<file path="config.mk">
export PLATFORM = sky130hd
export DESIGN_NAME = instruction_fetch_unit_flat
export DESIGN_NICKNAME = d
export VERILOG_FILES = /design/src/rtl/fetch_pkg.sv /design/src/rtl/instruction_fetch_unit_if.sv /design/src/rtl/fetch_pc_reg.sv /design/src/rtl/instruction_fetch_unit.sv /design/src/flat_wrapper.sv
export SDC_FILE = /design/constraint.sdc
export NUM_CORES = 1
export LEC_CHECK = 0
export CORE_ASPECT_RATIO = 1.25
export CORE_MARGIN = 2
export CORE_UTILIZATION = 43
export DETAILED_ROUTE_END_ITERATION = 10
export PLACE_DENSITY = 0.79
export SLEW_MARGIN = 20
export SYNTH_ARGS = -nofsm -noshare
export SYNTH_HDL_FRONTEND = slang
export SYNTH_SLANG_ARGS = --single-unit
export TNS_END_PERCENT = 30
</file>
<file path="constraint.sdc">
create_clock -name clk -period 2.03 [get_ports clk]
set_clock_uncertainty 0.05 [all_clocks]
set_input_delay 0.5075 -clock clk [delete_from_list [all_inputs] [get_ports clk]]
set_output_delay 0.5075 -clock clk [all_outputs]
set_load 0.05 [all_outputs]
</file>
<file path="src/rtl/fetch_pkg.sv">
`default_nettype none
// ============================================================================
// Module      : fetch_pkg
// Description : Shared constants and types for the instruction fetch unit.
//               RESET_PC_DEFAULT : first fetch address after reset
//               INSTR_HALT       : fetched word that ends the program
//               PC_STEP          : sequential PC increment (one word)
//               PC_R15_OFFSET    : PC-to-R15 read offset (ARM pipeline view)
// Revision    : 1.0 - initial release
// ============================================================================
package fetch_pkg;

    localparam logic [31:0] RESET_PC_DEFAULT = 32'h2000_4000;
    localparam logic [31:0] INSTR_HALT       = 32'h0000_0000;
    localparam int          PC_STEP          = 4;
    localparam int          PC_R15_OFFSET    = 8;

    // Fetch control state.
    typedef enum logic [0:0] {
        RUN  = 1'b0,
        HALT = 1'b1
    } fetch_state_e;

    // Next-PC source select for the PC register.
    typedef enum logic [1:0] {
        PC_HOLD = 2'd0,
        PC_INC  = 2'd1,
        PC_LOAD = 2'd2
    } pc_sel_e;

endpackage : fetch_pkg
`default_nettype wire

</file>
<file path="src/rtl/instruction_fetch_unit_if.sv">
`default_nettype none
// ============================================================================
// Module      : instruction_fetch_unit_if
// Description : Bundles the fetch unit's memory, redirect and decode-side
//               handshake signals.
//               master : fetch unit (drives address and Out_* / Halted)
//               slave  : environment (memory, branch unit, decode)
// Revision    : 1.0 - initial release
// ============================================================================
interface instruction_fetch_unit_if #(
    parameter int DATAWIDTH = 32
);
    // Instruction memory
    logic [DATAWIDTH-1:0] Inst_Address;
    logic [DATAWIDTH-1:0] Instr_In;
    // Branch redirect
    logic                 Redirect_Valid;
    logic [DATAWIDTH-1:0] Redirect_Target;
    // Decode handshake
    logic                 Out_Ready;
    logic                 Out_Valid;
    logic [DATAWIDTH-1:0] Out_Instr;
    logic [DATAWIDTH-1:0] Out_PC;
    logic [DATAWIDTH-1:0] Out_PC_Plus8;
    // Status
    logic                 Halted;

    modport master (
        output Inst_Address,
        input  Instr_In,
        input  Redirect_Valid,
        input  Redirect_Target,
        input  Out_Ready,
        output Out_Valid,
        output Out_Instr,
        output Out_PC,
        output Out_PC_Plus8,
        output Halted
    );

    modport slave (
        input  Inst_Address,
        output Instr_In,
        output Redirect_Valid,
        output Redirect_Target,
        output Out_Ready,
        input  Out_Valid,
        input  Out_Instr,
        input  Out_PC,
        input  Out_PC_Plus8,
        input  Halted
    );

endinterface : instruction_fetch_unit_if
`default_nettype wire

</file>
<file path="src/rtl/fetch_pc_reg.sv">
`default_nettype none
// ============================================================================
// Module      : fetch_pc_reg
// Description : Program counter register with hold / increment / load select.
//               clk, reset  : clock, synchronous active-high reset
//               pc_sel      : next-PC source (PC_HOLD, PC_INC, PC_LOAD)
//               load_target : redirect address (low two bits forced to 0)
//               pc          : current PC
// Revision    : 1.0 - initial release
// ============================================================================
module fetch_pc_reg
    import fetch_pkg::*;
#(
    parameter int                   DATAWIDTH = 32,
    parameter logic [DATAWIDTH-1:0] RESET_PC  = RESET_PC_DEFAULT
) (
    input  wire logic                 clk,
    input  wire logic                 reset,
    input  wire pc_sel_e              pc_sel,
    input  wire logic [DATAWIDTH-1:0] load_target,
    output logic      [DATAWIDTH-1:0] pc
);

    localparam logic [DATAWIDTH-1:0] c_step       = DATAWIDTH'(PC_STEP);
    localparam logic [DATAWIDTH-1:0] c_align_mask = ~DATAWIDTH'(3);

    logic [DATAWIDTH-1:0] r_pc;
    logic [DATAWIDTH-1:0] w_target_aligned;

    // Redirect targets are always word aligned.
    assign w_target_aligned = load_target & c_align_mask;

    always_ff @(posedge clk) begin
        if (reset) begin
            r_pc <= RESET_PC;
        end else begin
            case (pc_sel)
                PC_INC:  r_pc <= r_pc + c_step;   // wraps modulo 2^DATAWIDTH
                PC_LOAD: r_pc <= w_target_aligned;
                default: r_pc <= r_pc;
            endcase
        end
    end

    assign pc = r_pc;

endmodule : fetch_pc_reg
`default_nettype wire

</file>
<file path="src/rtl/instruction_fetch_unit.sv">
`default_nettype none
// ============================================================================
// Module      : instruction_fetch_unit
// Description : Issues PC to a combinational instruction memory, registers
//               the returned word with its PC and PC+8 and offers them to
//               decode over a valid/ready handshake. Handles redirects,
//               back-pressure and halting on an all-zero word.
//               clk, reset : clock, synchronous active-high reset
//               bus        : master side of instruction_fetch_unit_if
//                            (Inst_Address/Instr_In, Redirect_*, Out_*,
//                            Halted)
// Revision    : 1.0 - initial release
// ============================================================================
module instruction_fetch_unit
    import fetch_pkg::*;
#(
    parameter int                   DATAWIDTH    = 32,
    parameter logic [DATAWIDTH-1:0] RESET_PC     = RESET_PC_DEFAULT,
    parameter bit                   HALT_ON_ZERO = 1'b1
) (
    input  wire logic                 clk,
    input  wire logic                 reset,
    instruction_fetch_unit_if.master  bus
);

    localparam logic [DATAWIDTH-1:0] c_r15_offset = DATAWIDTH'(PC_R15_OFFSET);
    localparam logic [DATAWIDTH-1:0] c_halt_word  = DATAWIDTH'(INSTR_HALT);

    fetch_state_e         r_state;
    fetch_state_e         w_state_next;
    pc_sel_e              w_pc_sel;
    logic [DATAWIDTH-1:0] w_pc;

    logic                 r_out_valid;
    logic [DATAWIDTH-1:0] r_out_instr;
    logic [DATAWIDTH-1:0] r_out_pc;
    logic [DATAWIDTH-1:0] r_out_pc8;

    logic                 w_slot_free;
    logic                 w_zero_word;
    logic                 w_capture;
    logic                 w_clear_valid;

    // ------------------------------------------------------------------
    // PC register
    // ------------------------------------------------------------------
    fetch_pc_reg #(
        .DATAWIDTH (DATAWIDTH),
        .RESET_PC  (RESET_PC)
    ) u_pc_reg (
        .clk         (clk),
        .reset       (reset),
        .pc_sel      (w_pc_sel),
        .load_target (bus.Redirect_Target),
        .pc          (w_pc)
    );

    // The output slot can take a new word when empty or being drained now.
    assign w_slot_free = !r_out_valid || bus.Out_Ready;

    generate
        if (HALT_ON_ZERO) begin : g_halt_on_zero
            assign w_zero_word = (bus.Instr_In == c_halt_word);
        end else begin : g_no_halt
            assign w_zero_word = 1'b0;
        end
    endgenerate

    // ------------------------------------------------------------------
    // FSM: state register
    // ------------------------------------------------------------------
    always_ff @(posedge clk) begin
        if (reset) begin
            r_state <= RUN;
        end else begin
            r_state <= w_state_next;
        end
    end

    // ------------------------------------------------------------------
    // FSM: next state and datapath controls
    // ------------------------------------------------------------------
    always_comb begin
        w_state_next  = r_state;
        w_pc_sel      = PC_HOLD;
        w_capture     = 1'b0;
        w_clear_valid = 1'b0;

        if (bus.Redirect_Valid) begin
            // Redirect flushes the slot even under back-pressure and wakes
            // fetch from HALT.
            w_pc_sel      = PC_LOAD;
            w_clear_valid = 1'b1;
            w_state_next  = RUN;
        end else begin
            case (r_state)
                RUN: begin
                    if (w_slot_free) begin
                        if (w_zero_word) begin
                            // End of program: the zero word is not emitted
                            // and the PC stays on its address.
                            w_clear_valid = 1'b1;
                            w_state_next  = HALT;
                        end else begin
                            w_capture = 1'b1;
                            w_pc_sel  = PC_INC;
                        end
                    end
                end
                HALT: begin
                    // Let any pending entry drain; never fetch.
                    if (w_slot_free) begin
                        w_clear_valid = 1'b1;
                    end
                end
                default: begin
                    w_state_next = RUN;
                end
            endcase
        end
    end

    // ------------------------------------------------------------------
    // Output register (data held while valid and not accepted)
    // ------------------------------------------------------------------
    always_ff @(posedge clk) begin
        if (reset) begin
            r_out_valid <= 1'b0;
            r_out_instr <= '0;
            r_out_pc    <= '0;
            r_out_pc8   <= '0;
        end else if (w_capture) begin
            r_out_valid <= 1'b1;
            r_out_instr <= bus.Instr_In;
            r_out_pc    <= w_pc;
            r_out_pc8   <= w_pc + c_r15_offset;
        end else if (w_clear_valid) begin
            r_out_valid <= 1'b0;
        end
    end

    assign bus.Inst_Address = w_pc;
    assign bus.Out_Valid    = r_out_valid;
    assign bus.Out_Instr    = r_out_instr;
    assign bus.Out_PC       = r_out_pc;
    assign bus.Out_PC_Plus8 = r_out_pc8;
    assign bus.Halted       = (r_state == HALT);

endmodule : instruction_fetch_unit
`default_nettype wire

</file>
<file path="src/flat_wrapper.sv">
// flat-port wrapper written by rule: the top's interface ports become plain ports
module instruction_fetch_unit_flat import fetch_pkg::*;
#(
    parameter int                   DATAWIDTH    = 32,
    parameter logic [DATAWIDTH-1:0] RESET_PC     = RESET_PC_DEFAULT,
    parameter bit                   HALT_ON_ZERO = 1'b1
)
  (clk, reset, bus_Inst_Address, bus_Instr_In, bus_Redirect_Valid, bus_Redirect_Target, bus_Out_Ready, bus_Out_Valid, bus_Out_Instr, bus_Out_PC, bus_Out_PC_Plus8, bus_Halted);
  instruction_fetch_unit_if #(.DATAWIDTH(DATAWIDTH)) bus_i ();
  input  wire logic clk;
  input  wire logic reset;
  output wire logic [$bits(bus_i.Inst_Address)-1:0] bus_Inst_Address;
  input wire logic [$bits(bus_i.Instr_In)-1:0] bus_Instr_In;
  input wire logic [$bits(bus_i.Redirect_Valid)-1:0] bus_Redirect_Valid;
  input wire logic [$bits(bus_i.Redirect_Target)-1:0] bus_Redirect_Target;
  input wire logic [$bits(bus_i.Out_Ready)-1:0] bus_Out_Ready;
  output wire logic [$bits(bus_i.Out_Valid)-1:0] bus_Out_Valid;
  output wire logic [$bits(bus_i.Out_Instr)-1:0] bus_Out_Instr;
  output wire logic [$bits(bus_i.Out_PC)-1:0] bus_Out_PC;
  output wire logic [$bits(bus_i.Out_PC_Plus8)-1:0] bus_Out_PC_Plus8;
  output wire logic [$bits(bus_i.Halted)-1:0] bus_Halted;
  assign bus_Inst_Address = bus_i.Inst_Address;
  assign bus_i.Instr_In = bus_Instr_In;
  assign bus_i.Redirect_Valid = bus_Redirect_Valid;
  assign bus_i.Redirect_Target = bus_Redirect_Target;
  assign bus_i.Out_Ready = bus_Out_Ready;
  assign bus_Out_Valid = bus_i.Out_Valid;
  assign bus_Out_Instr = bus_i.Out_Instr;
  assign bus_Out_PC = bus_i.Out_PC;
  assign bus_Out_PC_Plus8 = bus_i.Out_PC_Plus8;
  assign bus_Halted = bus_i.Halted;
  instruction_fetch_unit #(.DATAWIDTH(DATAWIDTH), .RESET_PC(RESET_PC), .HALT_ON_ZERO(HALT_ON_ZERO)) u_core (.clk(clk), .reset(reset), .bus(bus_i));
endmodule
</file>
==> out/summary.txt <==
Status -> finished, violations left
Failing checks -> DRC, setup timing
Largest net degree at the start of global routing -> 53
Final period utilization -> 1.03
P&R area growth vs syn -> 61.1%
Yosys cell types -> 55
CP max stage delay -> 0.68 ns
Maximum clock frequency -> 0.478 GHz
Design Area, Final -> 10300 um^2
Fin nets -> 1064
Clock Path Buffers -> 2
Mapped cell area -> 6380 um^2
DIE AREA -> 15800 um^2
# DRC -> 12
Initial antenna violation count -> 0
Post-synth top area share -> 0.386
Reg clk slew, reported paths -> 0.06 ns
Overall routing resource usage -> 0.307
Critical path class -> primary input to flop
Unrepaired setup endpoints after global routing -> true
Routed len/inst -> 21.8 um
DR iter-0 viols -> 880
Leakage Power -> 0.00410 uW
Rel. slew slack -> 0.544
Via count -> 7678
Pwr Total -> 7620 uW
Worst-path fanout max -> 6
Placer Congestion -> 0.967
Mean Syn Cell Area -> 8.51 um^2
Fillers -> 1067
Pre-Repair DR Iteration Count -> 9
Final Slew Violations -> 0
Worst-path cell chain -> buf_8 > nor4_4 > nand2_1 > or4_4 > buf_12 > and3_4 > a2111oi_4
Largest area contributor in the netlist -> dfxtp_1
Post-route ant nets -> 0
Max Cap Violations -> 0
Synth Instances -> 750
EDFF count, synth -> 0
Post-layout min period -> 2.09 ns
Antenna diodes -> 0
Most common cell in the netlist -> dfxtp_1
Final hold vios -> 0
Crit. End Element -> flop
WP data required -> 2.30 ns
CP max stage cell -> or4_4
Initial Util -> 0.441
Dpl cell area -> 8900 um^2
Die extent in y -> 140 um
CTS tree -> built
Via/cell ratio -> 6.48
Yosys warns -> 0
Drt total wl -> 25800 um
Worst Tran Pin Value -> 0.685 ns
Share of cells above drive strength 1 -> 0.415
First-pass GRT wire length -> 38800 um
CP startpoint kind -> primary input
PwrDens -> 741 nW/um^2
Ys async rst share -> 0
WP data arrival -> 2.36 ns
Port bufs -> 189
CTS Sinks -> 123
Final hold slack -> 0.286 ns
Vias in the first global route -> 7054
Die X -> 113 um
Synth top area cells -> dfxtp_1, o31ai_1, nand4_1
Root buffer cell -> clkbuf_16
Dpl hpwl -> 16300 um
Total gr overflow -> 0
Top FF cell, synth -> dfxtp_1
Sequential cell area fraction in the yosys report -> 0.386
I/O Pins -> 198
H-tree levels -> 4
Commonest cells in the netlist -> dfxtp_1, nand4_1, o31ai_1
CTS Buf Count -> 17
Min-delay worst type -> primary input to flop
Rows -> 49
Clock Latency Late Sink -> 0.43 ns
Final WS setup -> -0.0638 ns
Post-synthesis register bit count -> 123
Core Region -> 14500 um^2
VDD IR max -> 0.000423 V
Final setup violation count -> 27
[layout by cell type (no fill, tap or decap), types with 17 or more instances in the layout]
master	instances
dfxtp_1	101
nor2_1	26
buf_4	225
a211oi_1	19
nand2_1	19
clkbuf_16	20
nand4_1	78
xnor2_1	17
a21oi_1	65
clkdlybuf4s50_1	31
nor3_1	18
o31ai_1	68
[state kept, by name, summed over array words and instances (netlist names)]
name,count
u_core.u_pc_reg.pc,30
u_core.bus.Out_Valid,1
u_core.bus.Out_Instr,32
u_core.bus.Halted,1
u_core.bus.Out_PC,29
u_core.bus.Out_PC_Plus8,30
[power breakdown]
group | switching, uW | leakage (uW) | internal (uW)
Clock | 1210 | 0.000299 | 1950
Sequential | 132 | 0.00102 | 2570
Combinational | 1130 | 0.00277 | 633
Total | 2470 | 0.00410 | 5150
[logic make-up after synthesis]
kind of cell / count (synthesis) / share of synthesized area
flip-flops: 123 / 0.386
adder cells (fa/ha/maj): 2 / 0.00392
other: 1 / 0.000587
AND/OR/NAND/NOR: 243 / 0.223
buffers and inverters: 111 / 0.0796
AO/OA/AOI/OAI: 244 / 0.272
XOR/XNOR: 26 / 0.0357
[final timing paths]
| path | from | to | slack (ns) | cells past startpoint |
|---|---|---|---|---|
| worst max register to register | u_core.u_pc_reg.pc[12] | u_core.u_pc_reg.pc[31] | -0.03 | 5 |
| worst min-delay path | bus_Instr_In[24] | u_core.bus.Out_Instr[24] | 0.29 | 3 |
| worst max-delay path | bus_Instr_In[9] | u_core.u_pc_reg.pc[10] | -0.06 | 7 |
| worst min register to register | u_core.bus.Out_Instr[3] | u_core.bus.Out_Instr[3] | 0.42 | 2 |
[per-layer routing]
metal / global-route usage / wire length, um
met1: 0.393 / 10100
met2: 0.500 / 12600
met3: 0.0636 / 2270
met4: 0.136 / 967
met5: 0 / 0
[stage by stage]
| step | cells | TNS [ns] | utilization | worst slack [ns] |
|---|---|---|---|---|
| after CTS | 1184 | -0.293 | 0.683 | -0.0578 |
| final | 1185 | -0.796 | 0.711 | -0.0638 |
| after global placement | 1137 | -82.54 | 0.615 | -0.794 |
| after floorplan | 755 | -6.71 | - | -0.113 |
| after detailed placement | 1137 | -84.99 | 0.615 | -0.826 |
| after global routing | 1185 | -4.51 | 0.711 | -0.160 |
[what timing repair did]
item                                    4_1_cts  5_1_grt
endpoints found under the hold margin         0        0
resized for setup                           138       92
setup buffers                                 8        2
endpoints found under the setup margin      130      123
hold buffers                                  0        0
gates cloned                                  7        1
pin swaps                                    26       32
[area by class of cell]
| class | instances | area [um^2] | area share |
|---|---|---|---|
| clock buffer | 19 | 475 | 0.0462 |
| clock inverter | 13 | 139 | 0.0135 |
| multi-input combinational | 521 | 4030 | 0.392 |
| tap | 178 | 223 | 0.0217 |
| inverter | 9 | 36.3 | 0.00353 |
| timing repair buffer | 322 | 2860 | 0.278 |
| sequential | 123 | 2520 | 0.245 |
[critical path: cells and delay by family]
kind	cells	cell delay, ns
buffers and inverters	2	0.30
AOI/OAI and AO/OA	1	0.32
and+or+nand+nor	4	1.22
Note: power is estimated with default switching activity, not from simulation.
